## config.mk

```make
export PLATFORM = sky130hd
export DESIGN_NAME = throw_charge
export DESIGN_NICKNAME = d
export VERILOG_FILES = /design/src/rtl/variable_pkg.sv /design/src/rtl/tick_divider.sv /design/src/rtl/throw_charge.sv
export SDC_FILE = /design/constraint.sdc
export NUM_CORES = 1
export LEC_CHECK = 0
export BUFFER_PORTS_ARGS = -buffer_cell sky130_fd_sc_hd__buf_4
export CORE_MARGIN = 3
export CORE_UTILIZATION = 59
export CTS_CLUSTER_DIAMETER = 120
export DETAILED_ROUTE_END_ITERATION = 16
export PLACE_DENSITY = 0.79
export SYNTH_ARGS = -nofsm -noshare
export SYNTH_HDL_FRONTEND = slang
export SYNTH_SLANG_ARGS = --single-unit
export TNS_END_PERCENT = 50
```

## constraint.sdc

```tcl
create_clock -name clk60MHz -period 2.4 [get_ports clk60MHz]
set_input_delay 0.12 -clock clk60MHz [delete_from_list [all_inputs] [get_ports clk60MHz]]
set_output_delay 0.12 -clock clk60MHz [all_outputs]
set_load 0.02 [all_outputs]
```

## src/rtl/variable_pkg.sv

```systemverilog
//------------------------------------------------------------------------------
// variable_pkg : shared game constants, player ids, ramp modes and charger states
// Revision     : 1.0
//------------------------------------------------------------------------------
`default_nettype none

package variable_pkg;

    localparam logic [1:0] PLAYER_1 = 2'd1;
    localparam logic [1:0] PLAYER_2 = 2'd2;

    typedef enum logic [1:0] {
        RAMP_SAT      = 2'd0,
        RAMP_PINGPONG = 2'd1,
        RAMP_WRAP     = 2'd2
    } ramp_mode_t;

    typedef enum logic [1:0] {
        ST_IDLE   = 2'd0,
        ST_CHARGE = 2'd1,
        ST_FIRE   = 2'd2
    } charge_state_t;

    function automatic logic is_my_turn(input logic turn, input logic [1:0] player);
        return ((turn == 1'b0) && (player == PLAYER_1)) ||
               ((turn == 1'b1) && (player == PLAYER_2));
    endfunction

endpackage

`default_nettype wire

```

## src/rtl/tick_divider.sv

```systemverilog
//------------------------------------------------------------------------------
// tick_divider : free-running modulo-DIV counter; tick_o flags the last count
// Revision     : 1.0
//------------------------------------------------------------------------------
`default_nettype none

module tick_divider #(
    parameter int DIV = 4
) (
    input  logic clk,
    input  logic rst_n,
    input  logic en_i,
    input  logic clr_i,
    output logic tick_o
);

    localparam int CW = (DIV > 1) ? $clog2(DIV) : 1;
    localparam logic [CW-1:0] LAST = CW'(DIV - 1);

    logic [CW-1:0] cnt_q;

    // tick_o depends only on the count so the caller can gate it with its own enable
    assign tick_o = (cnt_q == LAST);

    always_ff @(posedge clk or negedge rst_n) begin
        if (!rst_n) begin
            cnt_q <= '0;
        end else if (clr_i) begin
            cnt_q <= '0;
        end else if (en_i) begin
            cnt_q <= (cnt_q == LAST) ? '0 : cnt_q + 1'b1;
        end
    end

endmodule

`default_nettype wire

```

## src/rtl/throw_charge.sv

```systemverilog
//------------------------------------------------------------------------------
// throw_charge : throw-power charger; ramps power while left is held, fires on release
// Revision     : 1.0
//------------------------------------------------------------------------------
`default_nettype none

module throw_charge
    import variable_pkg::*;
#(
    parameter int         POWER_W            = 5,
    parameter int         TICK_DIV           = 2_820_000,
    parameter ramp_mode_t RAMP_MODE          = RAMP_SAT,
    parameter int         MIN_CHARGE_TICKS   = 1,
    parameter int         AUTO_RELEASE_TICKS = 0
) (
    input  logic               clk60MHz,
    input  logic               rst_n,
    input  logic               left,
    input  logic               right,
    input  logic               turn,
    input  logic [1:0]         current_player,
    input  logic               end_throw,
    output logic [POWER_W-1:0] power,
    output logic               throw_flag,
    output logic               charging
);

    localparam int TW = $clog2(AUTO_RELEASE_TICKS + MIN_CHARGE_TICKS + 2);
    localparam logic [POWER_W-1:0] POWER_MAX = '1;
    localparam logic [TW-1:0]      TICKS_MAX = '1;
    localparam logic [TW-1:0]      MIN_T     = TW'(MIN_CHARGE_TICKS);
    localparam logic [TW-1:0]      AUTO_T    = TW'(AUTO_RELEASE_TICKS);

    charge_state_t      state_q, state_d;
    logic [POWER_W-1:0] power_q, power_d;
    logic [TW-1:0]      ticks_q, ticks_d;
    logic               dir_q, dir_d;
    logic               throw_flag_q, throw_flag_d;
    logic               charging_q, charging_d;

    logic               w_my_turn;
    logic               w_auto_fire;
    logic               w_div_en;
    logic               w_div_clr;
    logic               w_tick;
    logic [POWER_W-1:0] w_step_power;
    logic               w_step_dir;

    assign w_my_turn   = is_my_turn(turn, current_player);
    assign w_auto_fire = (AUTO_RELEASE_TICKS != 0) && (ticks_q == AUTO_T);
    // The divider only advances on cycles that stay in CHARGE
    assign w_div_en    = (state_q == ST_CHARGE) && left && !right && !w_auto_fire;
    assign w_div_clr   = (state_q != ST_CHARGE);

    tick_divider #(
        .DIV (TICK_DIV)
    ) u_tick_divider (
        .clk    (clk60MHz),
        .rst_n  (rst_n),
        .en_i   (w_div_en),
        .clr_i  (w_div_clr),
        .tick_o (w_tick)
    );

    // dir_q: 0 = ramping up, 1 = ramping down (ping-pong only)
    always_comb begin
        w_step_power = power_q;
        w_step_dir   = dir_q;
        case (RAMP_MODE)
            RAMP_WRAP: begin
                w_step_power = power_q + 1'b1;
            end
            RAMP_PINGPONG: begin
                if (!dir_q) begin
                    if (power_q == POWER_MAX) begin
                        w_step_dir   = 1'b1;
                        w_step_power = power_q - 1'b1;
                    end else begin
                        w_step_power = power_q + 1'b1;
                    end
                end else begin
                    if (power_q == '0) begin
                        w_step_dir   = 1'b0;
                        w_step_power = power_q + 1'b1;
                    end else begin
                        w_step_power = power_q - 1'b1;
                    end
                end
            end
            default: begin
                if (power_q != POWER_MAX) begin
                    w_step_power = power_q + 1'b1;
                end
            end
        endcase
    end

    always_comb begin
        state_d      = state_q;
        power_d      = power_q;
        ticks_d      = ticks_q;
        dir_d        = dir_q;
        throw_flag_d = throw_flag_q;
        charging_d   = charging_q;
        case (state_q)
            ST_IDLE: begin
                throw_flag_d = 1'b0;
                charging_d   = 1'b0;
                if (left && w_my_turn && !right) begin
                    state_d    = ST_CHARGE;
                    power_d    = '0;
                    ticks_d    = '0;
                    dir_d      = 1'b0;
                    charging_d = 1'b1;
                end
            end
            ST_CHARGE: begin
                if (right) begin
                    state_d    = ST_IDLE;
                    power_d    = '0;
                    charging_d = 1'b0;
                end else if (!left) begin
                    charging_d = 1'b0;
                    if ((MIN_CHARGE_TICKS != 0) && (ticks_q < MIN_T)) begin
                        state_d = ST_IDLE;
                        power_d = '0;
                    end else begin
                        state_d      = ST_FIRE;
                        throw_flag_d = 1'b1;
                    end
                end else if (w_auto_fire) begin
                    state_d      = ST_FIRE;
                    charging_d   = 1'b0;
                    throw_flag_d = 1'b1;
                end else if (w_tick) begin
                    if (ticks_q != TICKS_MAX) begin
                        ticks_d = ticks_q + 1'b1;
                    end
                    power_d = w_step_power;
                    dir_d   = w_step_dir;
                end
            end
            ST_FIRE: begin
                throw_flag_d = 1'b1;
                charging_d   = 1'b0;
                if (end_throw) begin
                    state_d      = ST_IDLE;
                    throw_flag_d = 1'b0;
                end
            end
            default: begin
                state_d      = ST_IDLE;
                throw_flag_d = 1'b0;
                charging_d   = 1'b0;
            end
        endcase
    end

    always_ff @(posedge clk60MHz or negedge rst_n) begin
        if (!rst_n) begin
            state_q      <= ST_IDLE;
            power_q      <= '0;
            ticks_q      <= '0;
            dir_q        <= 1'b0;
            throw_flag_q <= 1'b0;
            charging_q   <= 1'b0;
        end else begin
            state_q      <= state_d;
            power_q      <= power_d;
            ticks_q      <= ticks_d;
            dir_q        <= dir_d;
            throw_flag_q <= throw_flag_d;
            charging_q   <= charging_d;
        end
    end

    assign power      = power_q;
    assign throw_flag = throw_flag_q;
    assign charging   = charging_q;

endmodule

`default_nettype wire

```

== Word-level counts from Yosys, hierarchy flattened ==
Cells that the tools add are included.
Word-level totals
  word-level logic and storage cells: 77
  bits in registers: 33
  output and inout port bits: 7
Cells by class
  muxes and demuxes: 31
  $add $sub $neg: 3
  order comparisons: 1
  reductions and logical operators: 15
  equality and inequality tests: 20
  bitwise operators: 1
Operator list (count)
  22-bit two-way mux: 3
  5-bit two-way mux: 6
  22-bit by 1-bit adder with 22-bit output (second input constant): 1
  22-bit equality test (second input constant): 1
  2-bit two-way mux: 10
  2-bit != test (second input constant): 7
  4-bit by 3-bit != test with 1-bit output (second input constant): 3
  5-bit case mux with 2 select lines: 1
  1-bit two-way mux: 7
  1-bit logical AND: 6
  2-bit by 1-bit != test with 1-bit output (second input constant): 3
  2-bit case mux with 3 select lines: 1
  3-bit AND reduction: 2
  6-bit AND reduction: 1
  5-bit by 1-bit adder with 5-bit output (second input constant): 1
  5-bit != test (second input constant): 1
  5-bit AND reduction: 1
  2-bit by 1-bit equality test with 1-bit output (second input constant): 2
  2-bit equality test (second input constant): 2
  1-bit case mux with 2 select lines: 2
  2-bit case mux with 2 select lines: 1
  2-bit nonzero test: 2
  3-bit != test (second input constant): 1
  2-bit by 1-bit adder with 2-bit output (second input constant): 1
  other kinds (5): 5

== Logic depth before layout (Yosys ltp) ==
  word-level depth: 7
  depth in mapped cells: 8

== Cells and area by module ==
From an unflattened synthesis, not the netlist that was laid out.
Second synthesis, totals
  cell total of the unflattened synthesis: 235
  area total of the unflattened synthesis: 2157.1 um2
By module, submodules not included
  tick_divider: times used 1, seq. area each 550.5 um2, cells each 154, area each 1381.3 um2
  throw_charge: times used 1, seq. area each 275.3 um2, cells each 81, area each 775.7 um2

== Worst setup path after synthesis ==
OpenSTA, ideal clock, no wires.
  path kind: reg2reg
  start: reg power_q[0], in the netlist power[0]
  end: reg power_q[0], in the netlist power[0]
  cell stages (with the launch flop): 9
  arrival: 1.914 ns
  slack: 0.361 ns
  period minus slack after synthesis: 2.039 ns
  required time: 2.275 ns
  setup time: 0.125 ns
  cell sequence: dfrtp_1 > ha_1 > and3_1 > ha_1 > nor2b_1 > o21ai_0 > o2bb2ai_1 > o21bai_2 > mux2_2
Between the ends
  longest elaborated chain between the ends: 6
  elaborated cells on any way between the ends: 9
  those cells by class: add/sub: 1; eq/ne: 2; mux: 5; reduce/logical: 1
RTL lines
  start: declaration: line throw_charge.sv:35  | logic [POWER_W-1:0] power_q, power_d;
  start signal: assignment: line throw_charge.sv:169  | power_q <= power_d;
  5-bit by 1-bit adder with 5-bit output: line throw_charge.sv:92  | w_step_power = power_q + 1'b1;
  5-bit two-way mux: line throw_charge.sv:91  | if (power_q != POWER_MAX) begin
  5-bit two-way mux: line throw_charge.sv:135  | end else if (w_tick) begin
  5-bit two-way mux: line throw_charge.sv:122  | end else if (!left) begin
  5-bit two-way mux: line throw_charge.sv:118  | if (right) begin
  5-bit case mux with 2 select lines: line throw_charge.sv:105  | case (state_q)
Several ways; a longest one is shown, not always the timed one. The select of a mux whose other input is x is not followed.
A chain may end at the register's enable or synchronous reset.

== Worst setup path in the final report ==
  start: reg state_q[1]
  end: reg power_q[0], in the netlist power[0]
Between the ends
  longest elaborated chain between the ends: 3
  elaborated cells on any way between the ends: 9
  those cells by class: eq/ne: 5; mux: 1; reduce/logical: 3
RTL lines
  start: declaration: line throw_charge.sv:34  | charge_state_t state_q, state_d;
  start signal: assignment: line throw_charge.sv:168  | state_q <= state_d;
  2-bit by 1-bit equality test with 1-bit output or 2-bit logical NOT (tied branches): line throw_charge.sv:105
  4-bit by 3-bit != test with 1-bit output (no source line) (tied with other cells)
  5-bit AND reduction (no source line)
Several ways; a longest one is shown, not always the timed one.

==> metrics.yaml <==
run_status:
  status: "completed"
finish:
  nFillCells: 246
  multi_input_comb_area_um2: 1105
  layout.core_utilization: 0.7084
  final-seq-area_um2: 825.8
  layout-drive-gt1-share: 0.1574
  diodes: 0
  areaGrowthSynthToFinish_pct: 12.16
  postLayoutCellArea_um2: 2216
  nNetsFinal: 250
clocking:
  cts.sink_count: 33
  cts-resized-gates: 0
  worst_skew_pair_latency_ns: 0.36
  cts_htree_levels: 2
  clock_tree_from_tritoncts: "yes"
  ctsHoldBuffers: 1
  clk_root_buffer_cell: "sky130_fd_sc_hd__clkbuf_4"
  tritoncts.num_buffers: 5
  clk_pin_slew_ns: 0.12
  cts_max_path_buffers: 2
  postCtsSetupBuffers: 0
yosys:
  post_synth_mux_area_share: 0.01583
  synth-adder-area-share: 0.05066
  synthCells: 213
  area_share_of_the_largest_cell_type_after_synthesis: 0.4180
  synthesized_area_fraction_occupied_by_xor_and_xnor_cells: 0.05320
  synth.yosys.warnings: 0
  synthesized_netlist_net_count: 229
  synth_seq_area_share: 0.4180
  synth_top_flop_cell: "sky130_fd_sc_hd__dfrtp_1"
  synth_async_sr_flop_share: 1.000
  yosys.area_share.simple: 0.3078
  ys_top_cells_by_count: "33 x sky130_fd_sc_hd__dfrtp_1, 20 x sky130_fd_sc_hd__nand2_1, 20 x sky130_fd_sc_hd__nand3_1, 20 x sky130_fd_sc_hd__nor2_1, 11 x sky130_fd_sc_hd__xor2_1"
  largest_family_of_logic_cells_by_synthesized_area: "simple AND/OR/NAND/NOR gates"
  synth.most_common_cell: "sky130_fd_sc_hd__dfrtp_1"
  synth-seq-cells: 33
  synth_compound_area_frac: 0.1317
  synth_largest_area_cell: "sky130_fd_sc_hd__dfrtp_1"
  synth.avg_cell_area_um2: 9.275
  synth_cell_type_count: 47
  synth_area_leaders: "sky130_fd_sc_hd__dfrtp_1 42%, sky130_fd_sc_hd__ha_1 5.1%, sky130_fd_sc_hd__nand3_1 5.1%"
  synth_enable_flop_cells: 0
  mappedNetlistArea_um2: 1976
die:
  design.die.area_um2: 4079
  initial_utilization: 0.6316
  std_cell_rows: 20
  core-area_um2: 3128
  floorplan.die.width_um: 63.87
  top_level_ports: 15
  die_h_um: 63.87
grt:
  antenna_found_initial: 0
  overall_routing_resource_usage: 0.2505
  globalRouteOverflowTotal: 0
  grt_first_pass_wirelength_mm: 7.962
  grt_max_degree: 34
  grt_pass1_vias: 1714
drt:
  wirelength_mm: 4.511
  avgViaCountPerCell: 6.373
  num_vias: 1778
  drc: 0
  drt_pass1_iterations: 4
  avgRoutedWirePerCell_um: 16.17
  route.antenna.remaining_nets: 0
  drt_iter0_drc: 136
worst_setup_path:
  worst-setup-path-type: "reg2reg"
  worstPathRequired_ns: 2.65
  timing.critical_path.slowest_stage_cell: "sky130_fd_sc_hd__ha_1"
  reg2reg_setup_slack_ns: 0.21
  critPathMaxStageDelay_ns: 0.49
  critical_path_arrival_ns: 2.45
  path_cells: "inv_1 -> ha_1 -> nor2b_1 -> o21ai_0 -> o2bb2ai_1 -> o21bai_2 -> mux2_2"
  largest_driver_fanout_on_the_critical_path: 15
  critical_path.endpoint_type: "flop"
  cp-start-kind: "flop"
timing:
  max-slew-margin-rel: 0.6297
  slew_viol_final: 0
  fin_crit_ns: 2.194
  finClkSkew_ns: 0.01417
  final.period_utilization: 0.9141
  tns_ns: 0
  finalHoldViolCount: 0
  setup-violations-final: 0
  tightest_slew_ns: 0.5554
  setup_repair_after_global_routing_missed_its_margin: "false"
  max_clock_freq_ghz: 0.4558
placement:
  place_area_um2: 2151
  place_congestion: 0.9173
  dp_hpwl_mm: 3.305
  io_buffers: 14
run:
  maxCapViolations: 0
hold_path:
  hp-class: "in2reg"
power_and_ir_drop:
  power.ir.vdd_worst_v: 0.0003139
  power_leakage_nw: 0.9767
  power.density_nw_per_um2: 609.4
[power breakdown]
group | switching [W] | internal, W | leakage [nW]
combinational | 0.000276 | 0.000143 | 0.488
clock | 0.000204 | 0.000110 | 0.0310
sequential | 0.0000332 | 0.000584 | 0.458
total | 0.000514 | 0.000837 | 0.977
[flip-flops by register name (all words and copies together), names as in the netlist]
name                  count
power                     5
ticks_q                   2
u_tick_divider.cnt_q     22
state_q                   2
charging                  1
throw_flag                1
[logic make-up (layout without fill, tap and decap cells)]
group,Yosys count,in the layout
XOR/XNOR,12,12
buffers and inverters,12,34
adder cells (fa/ha/maj),8,8
AND/OR/NAND/NOR,107,107
multiplexers,3,3
flip-flops,33,33
AO/OA/AOI/OAI,38,38
[metrics by stage]
| stage | hold slack, ns | instances | setup slack [ns] | total power (W) |
|---|---|---|---|---|
| finish | 0.1073 | 279 | 0.2063 | 0.001350 |
| global route | 0.1313 | 279 | 0.07560 | 0.001425 |
| CTS | 0.1045 | 279 | 0.2378 | 0.001348 |
| detailed placement | 0.08862 | 270 | 0.2432 | 0.001037 |
| global placement | 0.07789 | 270 | 0.3192 | 0.001023 |
| floorplan | -0.1756 | 213 | 0.3610 | 0.0009071 |
[critical path, delay by kind of cell, from the launching register on]
family / cells / cell delay [ns]
AOI/OAI and AO/OA: 3 / 0.62
muxes: 1 / 0.27
DFF: 1 / 0.41
buffers and inverters: 1 / 0.11
and+or+nand+nor: 1 / 0.19
adders and majority gates: 1 / 0.49
[path summary, 6_finish.rpt]
check | from | to | depth (start not counted)
worst min register to register | u_tick_divider.cnt_q[3]$_DFFE_PN0P_ | u_tick_divider.cnt_q[3]$_DFFE_PN0P_ | 1
max in group asynchronous | rst_n | u_tick_divider.cnt_q[9]$_DFFE_PN0P_ | 2
min in group asynchronous | rst_n | u_tick_divider.cnt_q[16]$_DFFE_PN0P_ | 2
worst min-delay path | end_throw | throw_flag$_DFFE_PN0P_ | 4
worst max register to register | state_q[1]$_DFFE_PN0P_ | power[0]$_DFFE_PN0P_ | 7
worst max-delay path | state_q[1]$_DFFE_PN0P_ | power[0]$_DFFE_PN0P_ | 7
[cells in the final DEF (no fill, tap or decap), types with 5 or more instances in the layout]
master and instances:
sky130_fd_sc_hd__buf_4 19, sky130_fd_sc_hd__clkbuf_4 5, sky130_fd_sc_hd__nor3_1 5, sky130_fd_sc_hd__a21oi_1 7, sky130_fd_sc_hd__xor2_1 11, sky130_fd_sc_hd__nor2_1 20
sky130_fd_sc_hd__nand4_1 7, sky130_fd_sc_hd__o21ai_0 6, sky130_fd_sc_hd__nand3_1 20, sky130_fd_sc_hd__nor2b_1 5, sky130_fd_sc_hd__nand2_1 20, sky130_fd_sc_hd__and3_1 7
sky130_fd_sc_hd__dfrtp_1 33, sky130_fd_sc_hd__inv_1 6, sky130_fd_sc_hd__ha_1 8
[metal layers]
layer / GRT usage / part of all wire
met2: 0.3858 / 0.48
met4: 0.1429 / 0.023
met1: 0.3280 / 0.45
met3: 0.04921 / 0.050
met5: 0 / 0
[layout make-up]
type,count,area share
Multi-Input combinational cell,168,0.4986
Sequential cell,33,0.3727
Timing Repair Buffer,20,0.06889
Tap cell,44,0.02484
Clock buffer,5,0.01694
Inverter,6,0.01016
Clock inverter,3,0.007905
(Power assumes the default switching activity.)
